## src/rtl/dircc_types_pkg.sv

```systemverilog
// Shared types for the DIRCC Avalon-ST packet router: route and state
// encodings plus the default broadcast destination.
package dircc_types_pkg;

  typedef enum logic [1:0] {
    ROUTE_LOCAL = 2'd0,
    ROUTE_NET   = 2'd1,
    ROUTE_BOTH  = 2'd2
  } route_t;

  typedef enum logic [1:0] {
    ST_IDLE    = 2'd0,
    ST_FORWARD = 2'd1,
    ST_DROP    = 2'd2
  } state_t;

  localparam logic [31:0] BROADCAST_ADDR_DEFAULT = 32'hFFFF_FFFF;

endpackage

```

## src/rtl/dircc_avalon_st_beat_reg.sv

```systemverilog
// One-beat Avalon-ST output holding register. A beat is loaded only when
// the register is empty or draining, so a held beat never changes while
// valid is asserted.
module dircc_avalon_st_beat_reg #(
  parameter int DATA_WIDTH  = 32,
  parameter int EMPTY_WIDTH = 2
) (
  input  logic                   clk,
  input  logic                   reset_n,
  input  logic                   load,
  input  logic [DATA_WIDTH-1:0]  wr_data,
  input  logic [EMPTY_WIDTH-1:0] wr_empty,
  input  logic                   wr_sop,
  input  logic                   wr_eop,
  output logic                   can_load,
  output logic [DATA_WIDTH-1:0]  data,
  output logic [EMPTY_WIDTH-1:0] empty,
  output logic                   startofpacket,
  output logic                   endofpacket,
  output logic                   valid,
  input  logic                   ready
);

  assign can_load = !valid || ready;

  // Capture a new beat on load; otherwise release the beat once it is taken.
  always_ff @(posedge clk or negedge reset_n) begin
    if (!reset_n) begin
      valid         <= 1'b0;
      data          <= '0;
      empty         <= '0;
      startofpacket <= 1'b0;
      endofpacket   <= 1'b0;
    end else if (load) begin
      valid         <= 1'b1;
      data          <= wr_data;
      empty         <= wr_empty;
      startofpacket <= wr_sop;
      endofpacket   <= wr_eop;
    end else if (ready) begin
      valid <= 1'b0;
    end
  end

endmodule

```

## src/rtl/dircc_avalon_st_packet_router.sv

```systemverilog
// DIRCC Avalon-ST packet router. Routes each packet by the destination
// address in its header beat to the local loopback port, the network port,
// or both (broadcast). Optional feature macro: DIRCC_ROUTER_DROP_COUNT_EN
// adds a saturating drop_count output counting discarded beats.
//
// state      | meaning
// -----------+--------------------------------------------------------
// ST_IDLE    | waiting for a header beat; route taken from presented beat
// ST_FORWARD | mid-packet, forwarding beats on the latched route
// ST_DROP    | discarding an orphan packet body until endofpacket
module dircc_avalon_st_packet_router
  import dircc_types_pkg::*;
#(
  parameter int BITS_PER_SYMBOL   = 8,
  parameter int SYMBOLS_PER_BEAT  = 4,
  parameter int ADDRESS_MEM_WIDTH = 32,
  parameter logic [ADDRESS_MEM_WIDTH-1:0] BROADCAST_ADDR =
    ADDRESS_MEM_WIDTH'(BROADCAST_ADDR_DEFAULT),
  localparam int DATA_WIDTH  = BITS_PER_SYMBOL * SYMBOLS_PER_BEAT,
  localparam int EMPTY_WIDTH = (SYMBOLS_PER_BEAT > 1) ? $clog2(SYMBOLS_PER_BEAT) : 1
) (
  input  logic                         clk,
  input  logic                         reset_n,

  input  logic [DATA_WIDTH-1:0]        input_data,
  input  logic [EMPTY_WIDTH-1:0]       input_empty,
  input  logic                         input_startofpacket,
  input  logic                         input_endofpacket,
  input  logic                         input_valid,
  output logic                         input_ready,

  output logic [DATA_WIDTH-1:0]        local_data,
  output logic [EMPTY_WIDTH-1:0]       local_empty,
  output logic                         local_startofpacket,
  output logic                         local_endofpacket,
  output logic                         local_valid,
  input  logic                         local_ready,

  output logic [DATA_WIDTH-1:0]        net_data,
  output logic [EMPTY_WIDTH-1:0]       net_empty,
  output logic                         net_startofpacket,
  output logic                         net_endofpacket,
  output logic                         net_valid,
  input  logic                         net_ready,

`ifdef DIRCC_ROUTER_DROP_COUNT_EN
  output logic [15:0]                  drop_count,
`endif
  input  logic [ADDRESS_MEM_WIDTH-1:0] address
);

  state_t state_q;
  route_t route_q;
  route_t header_route;
  route_t cur_route;
  logic   run_q;
  logic   local_can;
  logic   net_can;
  logic   need_local;
  logic   need_net;
  logic   accept;
  logic   forward;
  logic   load_local;
  logic   load_net;
  logic [ADDRESS_MEM_WIDTH-1:0] dest;

  assign dest = input_data[ADDRESS_MEM_WIDTH-1:0];

  // Route decode for the beat currently presented, and the route in effect.
  always_comb begin
    header_route = ROUTE_NET;
    if (dest == address)
      header_route = ROUTE_LOCAL;
    else if (dest == BROADCAST_ADDR)
      header_route = ROUTE_BOTH;
    cur_route = (state_q == ST_IDLE) ? header_route : route_q;
  end

  assign need_local = (cur_route == ROUTE_LOCAL) || (cur_route == ROUTE_BOTH);
  assign need_net   = (cur_route == ROUTE_NET)   || (cur_route == ROUTE_BOTH);

  // run_q holds ready low through reset and the first cycle after it.
  assign input_ready = run_q &&
                       ((state_q == ST_DROP) ||
                        ((!need_local || local_can) && (!need_net || net_can)));

  assign accept     = input_valid && input_ready;
  assign forward    = accept && ((state_q == ST_FORWARD) ||
                                 ((state_q == ST_IDLE) && input_startofpacket));
  assign load_local = forward && need_local;
  assign load_net   = forward && need_net;

  // Packet-level state machine: route latch on header, drop orphan bodies.
  always_ff @(posedge clk or negedge reset_n) begin
    if (!reset_n) begin
      state_q <= ST_IDLE;
      route_q <= ROUTE_NET;
      run_q   <= 1'b0;
    end else begin
      run_q <= 1'b1;
      if (accept) begin
        case (state_q)
          ST_IDLE: begin
            if (input_startofpacket) begin
              route_q <= header_route;
              state_q <= input_endofpacket ? ST_IDLE : ST_FORWARD;
            end else begin
              state_q <= input_endofpacket ? ST_IDLE : ST_DROP;
            end
          end
          ST_FORWARD: if (input_endofpacket) state_q <= ST_IDLE;
          ST_DROP:    if (input_endofpacket) state_q <= ST_IDLE;
          default:    state_q <= ST_IDLE;
        endcase
      end
    end
  end

`ifdef DIRCC_ROUTER_DROP_COUNT_EN
  logic drop_beat;
  assign drop_beat = accept && !forward;

  // Saturating count of every discarded beat.
  always_ff @(posedge clk or negedge reset_n) begin
    if (!reset_n)
      drop_count <= 16'd0;
    else if (drop_beat && (drop_count != 16'hFFFF))
      drop_count <= drop_count + 16'd1;
  end
`endif

  dircc_avalon_st_beat_reg #(
    .DATA_WIDTH  (DATA_WIDTH),
    .EMPTY_WIDTH (EMPTY_WIDTH)
  ) u_local_reg (
    .clk           (clk),
    .reset_n       (reset_n),
    .load          (load_local),
    .wr_data       (input_data),
    .wr_empty      (input_empty),
    .wr_sop        (input_startofpacket),
    .wr_eop        (input_endofpacket),
    .can_load      (local_can),
    .data          (local_data),
    .empty         (local_empty),
    .startofpacket (local_startofpacket),
    .endofpacket   (local_endofpacket),
    .valid         (local_valid),
    .ready         (local_ready)
  );

  dircc_avalon_st_beat_reg #(
    .DATA_WIDTH  (DATA_WIDTH),
    .EMPTY_WIDTH (EMPTY_WIDTH)
  ) u_net_reg (
    .clk           (clk),
    .reset_n       (reset_n),
    .load          (load_net),
    .wr_data       (input_data),
    .wr_empty      (input_empty),
    .wr_sop        (input_startofpacket),
    .wr_eop        (input_endofpacket),
    .can_load      (net_can),
    .data          (net_data),
    .empty         (net_empty),
    .startofpacket (net_startofpacket),
    .endofpacket   (net_endofpacket),
    .valid         (net_valid),
    .ready         (net_ready)
  );

endmodule
```

## config.mk

```make
export PLATFORM = sky130hd
export DESIGN_NAME = dircc_avalon_st_packet_router
export DESIGN_NICKNAME = d
export VERILOG_FILES = /design/src/rtl/dircc_types_pkg.sv /design/src/rtl/dircc_avalon_st_beat_reg.sv /design/src/rtl/dircc_avalon_st_packet_router.sv
export SDC_FILE = /design/constraint.sdc
export NUM_CORES = 1
export LEC_CHECK = 0
export ABC_AREA = 1
export CAP_MARGIN = 30
export CORE_ASPECT_RATIO = 1.2
export CORE_UTILIZATION = 40
export CTS_CLUSTER_SIZE = 25
export DETAILED_ROUTE_END_ITERATION = 16
export PLACE_DENSITY_LB_ADDON = 0.3
export RECOVER_POWER = 50
export SLEW_MARGIN = 25
export SYNTH_ARGS = -nofsm -noshare
export SYNTH_HDL_FRONTEND = slang
export SYNTH_SLANG_ARGS = --single-unit
```

## constraint.sdc

```tcl
create_clock -name clk -period 2.6 [get_ports clk]
set_clock_uncertainty 0.1 [all_clocks]
set_input_delay 0.26 -clock clk [delete_from_list [all_inputs] [get_ports clk]]
set_output_delay 0.26 -clock clk [all_outputs]
set_load 0.05 [all_outputs]
```

==> results of run 1 <==
-- power groups by stage --
stage | Combinational [µW] | Sequential, µW | Clock [µW]
floorplan | 1380 | 4070 | 0
global placement | 4960 | 2180 | 0
global route | 5280 | 2220 | 1580
finish | 4960 | 2150 | 1510
CTS | 5080 | 2170 | 1520
detailed placement | 5050 | 2170 | 0
-- metrics by stage --
step / total power [µW] / setup TNS (ns)
after detailed placement: 7230 / -22.41
after CTS: 8770 / 0
after global placement: 7140 / -17.80
after floorplan: 5450 / 0
final: 8620 / 0
after global routing: 9080 / -0.00787
-- worst max-delay path: stages --
cell	delay, ns
dlygate4sd2_1	0.27
xnor2_1	0.17
nand2_1	0.11
nor2_2	0.15
nand2_2	0.10
nor2_4	0.14
nand2_2	0.08
nand2_2	0.08
nand2_2	0.05
nand2_2	0.08
nand2_2	0.07
nand3_2	0.07
nand2_2	0.07
a21boi_2	0.19
buf_4	0.15
buf_12	0.12
-- logic make-up after synthesis --
logic type | Yosys count
simple gates | 247
other cells | 1
xor+xnor | 23
buf+inv | 130
flops | 79
compound gates | 79
fa+ha+maj | 3
-- per-layer routing --
layer,part of all wire,GRT usage,vias to the layer above
met5,0,0,-
met1,0.41,0.276,2064
met4,0.022,0.0961,0
li1,-,-,2118
met2,0.51,0.400,158
met3,0.062,0.0523,17
-- final timing paths --
check | cells after the start | slack, ns | start | to
max | 16 | 0.09 | input_data[16] | input_ready
min in group asynchronous | 2 | 0.47 | reset_n | u_net_reg.data[19]$_DFFE_PN0P_
min reg2reg | 2 | 0.39 | route_q[0]$_DFFE_PN1P_ | route_q[0]$_DFFE_PN1P_
min | 4 | 0.24 | input_data[9] | u_net_reg.data[9]$_DFFE_PN0P_
max reg2reg | 13 | 0.24 | state_q[0]$_DFFE_PN0P_ | u_local_reg.data[5]$_DFFE_PN0P_
max in group asynchronous | 3 | 0.39 | reset_n | u_local_reg.data[2]$_DFFE_PN0P_
-- flip-flops by register name (all words and copies together), names as in the netlist, 2 cells and up --
name / cells
u_net_reg.empty: 2
u_local_reg.data: 32
u_net_reg.data: 32
state_q: 2
u_local_reg.empty: 2
route_q: 2
-- cells in the mapped netlist (all sizes together) --
| cell type | count | area, µm² |
|---|---|---|
| nand2 | 138 | 528 |
| inv | 100 | 375 |
| dfrtp | 78 | 1950 |
| nand3 | 77 | 395 |
| o21bai | 72 | 541 |
| xnor2 | 23 | 201 |
| buf | 21 | 183 |
| nor2 | 19 | 87.6 |
| nand4 | 10 | 62.6 |
| clkbuf | 8 | 30.0 |
| o21ai | 4 | 20.0 |
| ha | 3 | 37.5 |
| o22ai | 2 | 12.5 |
| or2 | 2 | 12.5 |
| a21boi | 1 | 7.51 |
| clkinv | 1 | 3.75 |
| conb | 1 | 3.75 |
| dfstp | 1 | 26.3 |
| nand3b | 1 | 7.51 |
-- final cells by class --
cell class              count  area [µm²]
clock buffers              10         239
repair buffers            202        1970
flip-flops and latches     79        1980
fillers                   982        4160
inverters                 101         379
well taps                 132         165
clock inverters             6         115
multi-input cells         353        1970
-- what timing repair did --
item                                    4_1_cts  5_1_grt
gates resized for setup                      34       48
hold buffers                                  1        0
endpoints found under the setup margin        1       59
hold endpoints to repair                     35        0
buffers inserted                              2        2
pin swaps                                    24       43
==> out/results.ini, run 1 <==
[sta]
hold_viol_final = 0
worstMarginPinSlew_ns = 1.01
slew_viol_final = 0
fmax_mhz = 398
timing.final.ws_setup_ns = 0.0888
finalSetupViolCount = 0
fin_hold_ws_ns = 0.239
fin_crit_ns = 2.51
fin_crit_sh = 0.966
slew_headroom = 0.326

[worst_hold_path]
hold_path.class = in -> reg

[detailed_routing]
wl_per_cell_um = 14.8
drt-total-wl_mm = 13.0
viasPerCell = 4.93
routed-via-count = 4357
dr.pass1.iters = 4
drtIter0Drc = 137
ant_nets = 0
route.detailed.drc = 0

[run_status]
status = finished clean

[clock_tree]
path_clk_slew_ns = 0.06
tritoncts = done
h-tree-depth = 3
cts.sinks = 79
cts_made_buffers = 9
ctsLongestPathBuffers = 2
clock_latency_ns = 0.34
cts_root_buf = clkbuf_16

[yosys]
synth-seq-cells = 79
syn_inst = 562
yosys_warnings = 0
syn-cell-area_um2 = 4490
synth-xor-area-share = 0.0449
synthAdderAreaFrac = 0.00837
syn-num-nets = 638
yosysSeqAreaShare = 0.441
muxShareOfSynthArea = 0
synth_cell_type_count = 26
synth-compound-area-share = 0.129
synthSimpleGateAreaFrac = 0.244
synth.avg_cell_area_um2 = 7.98
synth_top_family_by_area = simple AND/OR/NAND/NOR gates

[layout]
final_area_um2 = 6820
diodes = 0
layout_common_cells = nand2_1 (128), inv_1 (99), dfrtp_1 (78)
drive_gt1_frac = 0.134
final-instance-count-excl-fill = 883
final_common_cell = nand2_1
nets = 822
syn_to_final_growth_pct = 52.1
final_util = 0.621

[global_route]
grt_pass1_vias = 4321
grt_first_pass_wirelength_mm = 21.0
grt_max_degree = 45
grt.total_usage = 0.231
grt_overflow_total = 0
antenna_found_initial = 0

[die]
ios = 148
design.core.area_um2 = 11000
die_y_um = 118
dieArea_um2 = 11600
die_x_um = 98.7
fp-row-count = 42
start_util = 0.409

[setup_path]
path_class = in -> out
cp.required_ns = 2.24
critPathLaunchType = input pin
crit_path_end_kind = primary output
worstPathArrival_ns = 2.15
crit_fanout = 3

[pwr]
p_comb_frac = 0.575
p_seq_frac = 0.250
netSwitchingFraction = 0.487
p_int_uw = 4420
p_clk_frac = 0.175
power_density_nw_per_um2 = 1260
ir_drop_mv = 0.575
power_switching_uw = 4200
p_leak_uw = 0.00363

[placed_design]
gp_congestion = 0.813
placed_cell_area_um2 = 6330
port-buffer-count = 147
numPlacedInstances = 862
place_ws_ns = -0.324
dp_hpwl_mm = 9.28

[flow_run]
maxCapViolCount = 0

No activity file was read; power rests on OpenSTA's default activity.
==> run 2: changes to the inputs <==
- ABC_AREA: 1 -> unset
- CTS_CLUSTER_DIAMETER: unset -> 100
- PLACE_DENSITY: unset -> 0.81
- PLACE_DENSITY_LB_ADDON: 0.3 -> unset
==> out/results.ini, run 2 <==
[placed_design]
dp_hpwl_mm = 8.49  ; -8.5%
gp_congestion = 0.835  ; +2.7%
numPlacedInstances = 567  ; -34%
place_ws_ns = -0.686  ; -0.363 ns
port-buffer-count = 147  ; unchanged

[layout]
multiInputGateArea_um2 = 2000  ; +1.2%
final_common_cell = dfrtp_1
drive_gt1_frac = 0.452  ; +0.318
final-instance-count-excl-fill = 606  ; -31%
fillCellCount = 658  ; -33%
nets = 553  ; -33%
layout_common_cells = dfrtp_1 (78), clkdlybuf4s50_1 (57), mux2_4 (55)
syn_to_final_growth_pct = 69.7
final-seq-area_um2 = 1980  ; unchanged
top_regs = u_local_reg.data: 32 flops, u_net_reg.data: 32 flops

[detailed_routing]
drt-total-wl_mm = 12.3  ; -6.1%
wl_per_cell_um = 20.2  ; +37%
routed-via-count = 3038  ; -30%
ant_nets = 0  ; unchanged
drtIter0Drc = 100  ; -27%
viasPerCell = 5.01  ; +1.6%
dr.pass1.iters = 4  ; unchanged
route.detailed.drc = 0  ; unchanged

[sta]
timing.final.ws_setup_ns = -0.00298  ; -0.0918 ns
slew_viol_final = 0  ; unchanged
rsz0062_at_grt = true
slew_headroom = 0.371  ; +0.0449
fin_crit_ns = 2.60  ; +0.0918 ns
hold_viol_final = 0  ; unchanged
finalSetupViolCount = 1  ; +1
worstMarginPinSlew_ns = 0.944  ; -0.0674 ns
fin_crit_sh = 1.00  ; +0.0353
fin_hold_ws_ns = 0.144  ; -0.0951 ns
fmax_mhz = 384  ; -3.5%

[setup_path]
path_class = in -> reg
crit_chain = dlygate4sd2_1, xor2_2, nor4_2, nand4_1, o211ai_1, buf_4, a311oi_4, buf_4, buf_6, nand3_4, buf_6, mux2_4
worstPathArrival_ns = 2.71  ; +0.56 ns
crit_path_end_kind = register
critPathLaunchType = input pin
crit_family = buffers and inverters
cp_slowest_stage_delay_ns = 0.31  ; +0.04 ns
slowest_stage = nor4_2
crit_fanout = 7  ; +4
cp.required_ns = 2.71  ; +0.47 ns
crit_buf_inv = 5  ; +2

[global_route]
grt_overflow_total = 0  ; unchanged
antenna_found_initial = 1  ; +1
grt.total_usage = 0.244  ; +0.0129
grt_pass1_vias = 3271  ; -24%
grt_first_pass_wirelength_mm = 18.2  ; -13%
grt_max_degree = 44  ; -2.2%

[yosys]
synth_top_area_share = 0.504  ; +0.0685
syn-cell-area_um2 = 3880  ; -14%
yosysSeqAreaShare = 0.510  ; +0.0694
synth_area_leader_cell = dfrtp_1
synth.avg_cell_area_um2 = 15.1  ; +89%
synth_cell_type_count = 36  ; +38%
synthArstFlopShare = 1.00  ; unchanged
synth-seq-cells = 79  ; unchanged
synthTopCellsByCount = dfrtp_1 (78), mux2_4 (54), xor2_1 (33), mux2_2 (15), nand4_1 (11)
yosys_warnings = 0  ; unchanged
netlist_top_cells_area = dfrtp_1 (50%), mux2_4 (21%), xor2_1 (7.5%)
syn_inst = 257  ; -54%
yosysMostFrequentCell = dfrtp_1
synth-main-ff-cell = dfrtp_1
syn-num-nets = 333  ; -48%
synth-edff-count = 0  ; unchanged

[pwr]
p_leak_uw = 0.00314  ; -13%
ir_drop_mv = 0.784  ; +36%
power_density_nw_per_um2 = 1300  ; +2.6%

[clock_tree]
tritoncts = done
ctsLongestPathBuffers = 2  ; unchanged
clock_latency_ns = 0.33  ; about the same
cts.sinks = 79  ; unchanged
cts_made_buffers = 9  ; unchanged
h-tree-depth = 3  ; unchanged
path_clk_slew_ns = 0.06  ; about the same
cts_root_buf = clkbuf_16

[die]
start_util = 0.409  ; +0.000942
die_x_um = 91.9  ; -6.9%
fp-row-count = 39  ; -7.1%
die_y_um = 110  ; -6.9%
ios = 148  ; unchanged
design.core.area_um2 = 9470  ; -14%
dieArea_um2 = 10100  ; -13%

[flow_run]
maxCapViolCount = 0  ; unchanged

[worst_hold_path]
hold_path.class = in -> reg

[run_status]
violations = negative setup slack
status = complete, but fails checks

run 2: cell types whose count changed after synthesis, sizes merged, moves of 10 or more:
cell	delta
nand3	-75
nand2	-136
xor2	+33
buf	-13
mux2	+69
nor4	+10
nor2	-15
inv	-92
xnor2	-23
o21bai	-72
run 2: worst paths after layout:
kind	slack [ns]	endpoint	from	depth (start not counted)
min in group asynchronous	0.50	u_local_reg.data[13]$_DFFE_PN0P_	reset_n	2
max reg2reg	0.02	u_net_reg.data[17]$_DFFE_PN0P_	route_q[0]$_DFFE_PN1P_	10
max	-0.003	u_net_reg.data[17]$_DFFE_PN0P_	address[0]	12
min reg2reg	0.41	u_net_reg.data[6]$_DFFE_PN0P_	u_net_reg.data[6]$_DFFE_PN0P_	1
max in group asynchronous	0.42	u_net_reg.data[27]$_DFFE_PN0P_	reset_n	3
min	0.14	u_local_reg.data[23]$_DFFE_PN0P_	input_data[23]	2
run 2: layer usage:
metal	vias to the layer above	global-route usage	part of all wire
li1	1359	-	-
met1	1539	0.293	0.40
met2	122	0.439	0.53
met3	18	0.0539	0.049
met4	0	0.0714	0.019
met5	-	0	0
run 2: final cells by class:
| cell class | instances | share of cell area |
|---|---|---|
| clock buffer | 9 | 0.0342 |
| multi-input combinational | 162 | 0.304 |
| timing repair buffer | 217 | 0.322 |
| clock inverter | 7 | 0.0110 |
| antenna | 1 | 0.000381 |
| tap | 123 | 0.0234 |
| inverter | 8 | 0.00457 |
| sequential | 79 | 0.301 |
run 2: repair_timing:
action / CTS / global route
hold buffers: 1 / 0
buffers inserted: 10 / 5
setup endpoints to repair: 78 / 79
resized for setup: 84 / 73
pin swaps: 15 / 23
hold endpoints to repair: 36 / 0
gates cloned: 4 / 4
run 2: power breakdown:
group          leakage (µW)  internal, µW  switching, µW
sequential         0.000972          1810            372
clock              0.000142           745            525
combinational       0.00203          2090           2970
total               0.00314          4650           3870
run 2: per-stage QoR:
stage / instance area (µm²) / setup TNS (ns) / total power, µW / utilization
floorplan: 3880 / -13.80 / 5300 / -
global placement: 5820 / -39.08 / 6940 / 0.615
detailed placement: 5820 / -44.28 / 7020 / 0.615
CTS: 6430 / -0.127 / 8460 / 0.679
global route: 6580 / -4.35 / 8820 / 0.695
finish: 6580 / -0.00298 / 8520 / 0.695
run 2: cells by family (layout without fill, tap and decap cells):
kind of cell               Yosys count  in the layout  share of synthesized area
adders and majority gates            3              3                    0.00968
other                                1              2                   0.000967
AOI/OAI and AO/OA                   15             15                     0.0349
DFF                                 79             79                      0.510
xor gates and xnor gates            33             33                     0.0746
and+or+nand+nor                     40             40                     0.0781
muxes                               70             70                      0.255
buffers and inverters               16            241                     0.0362
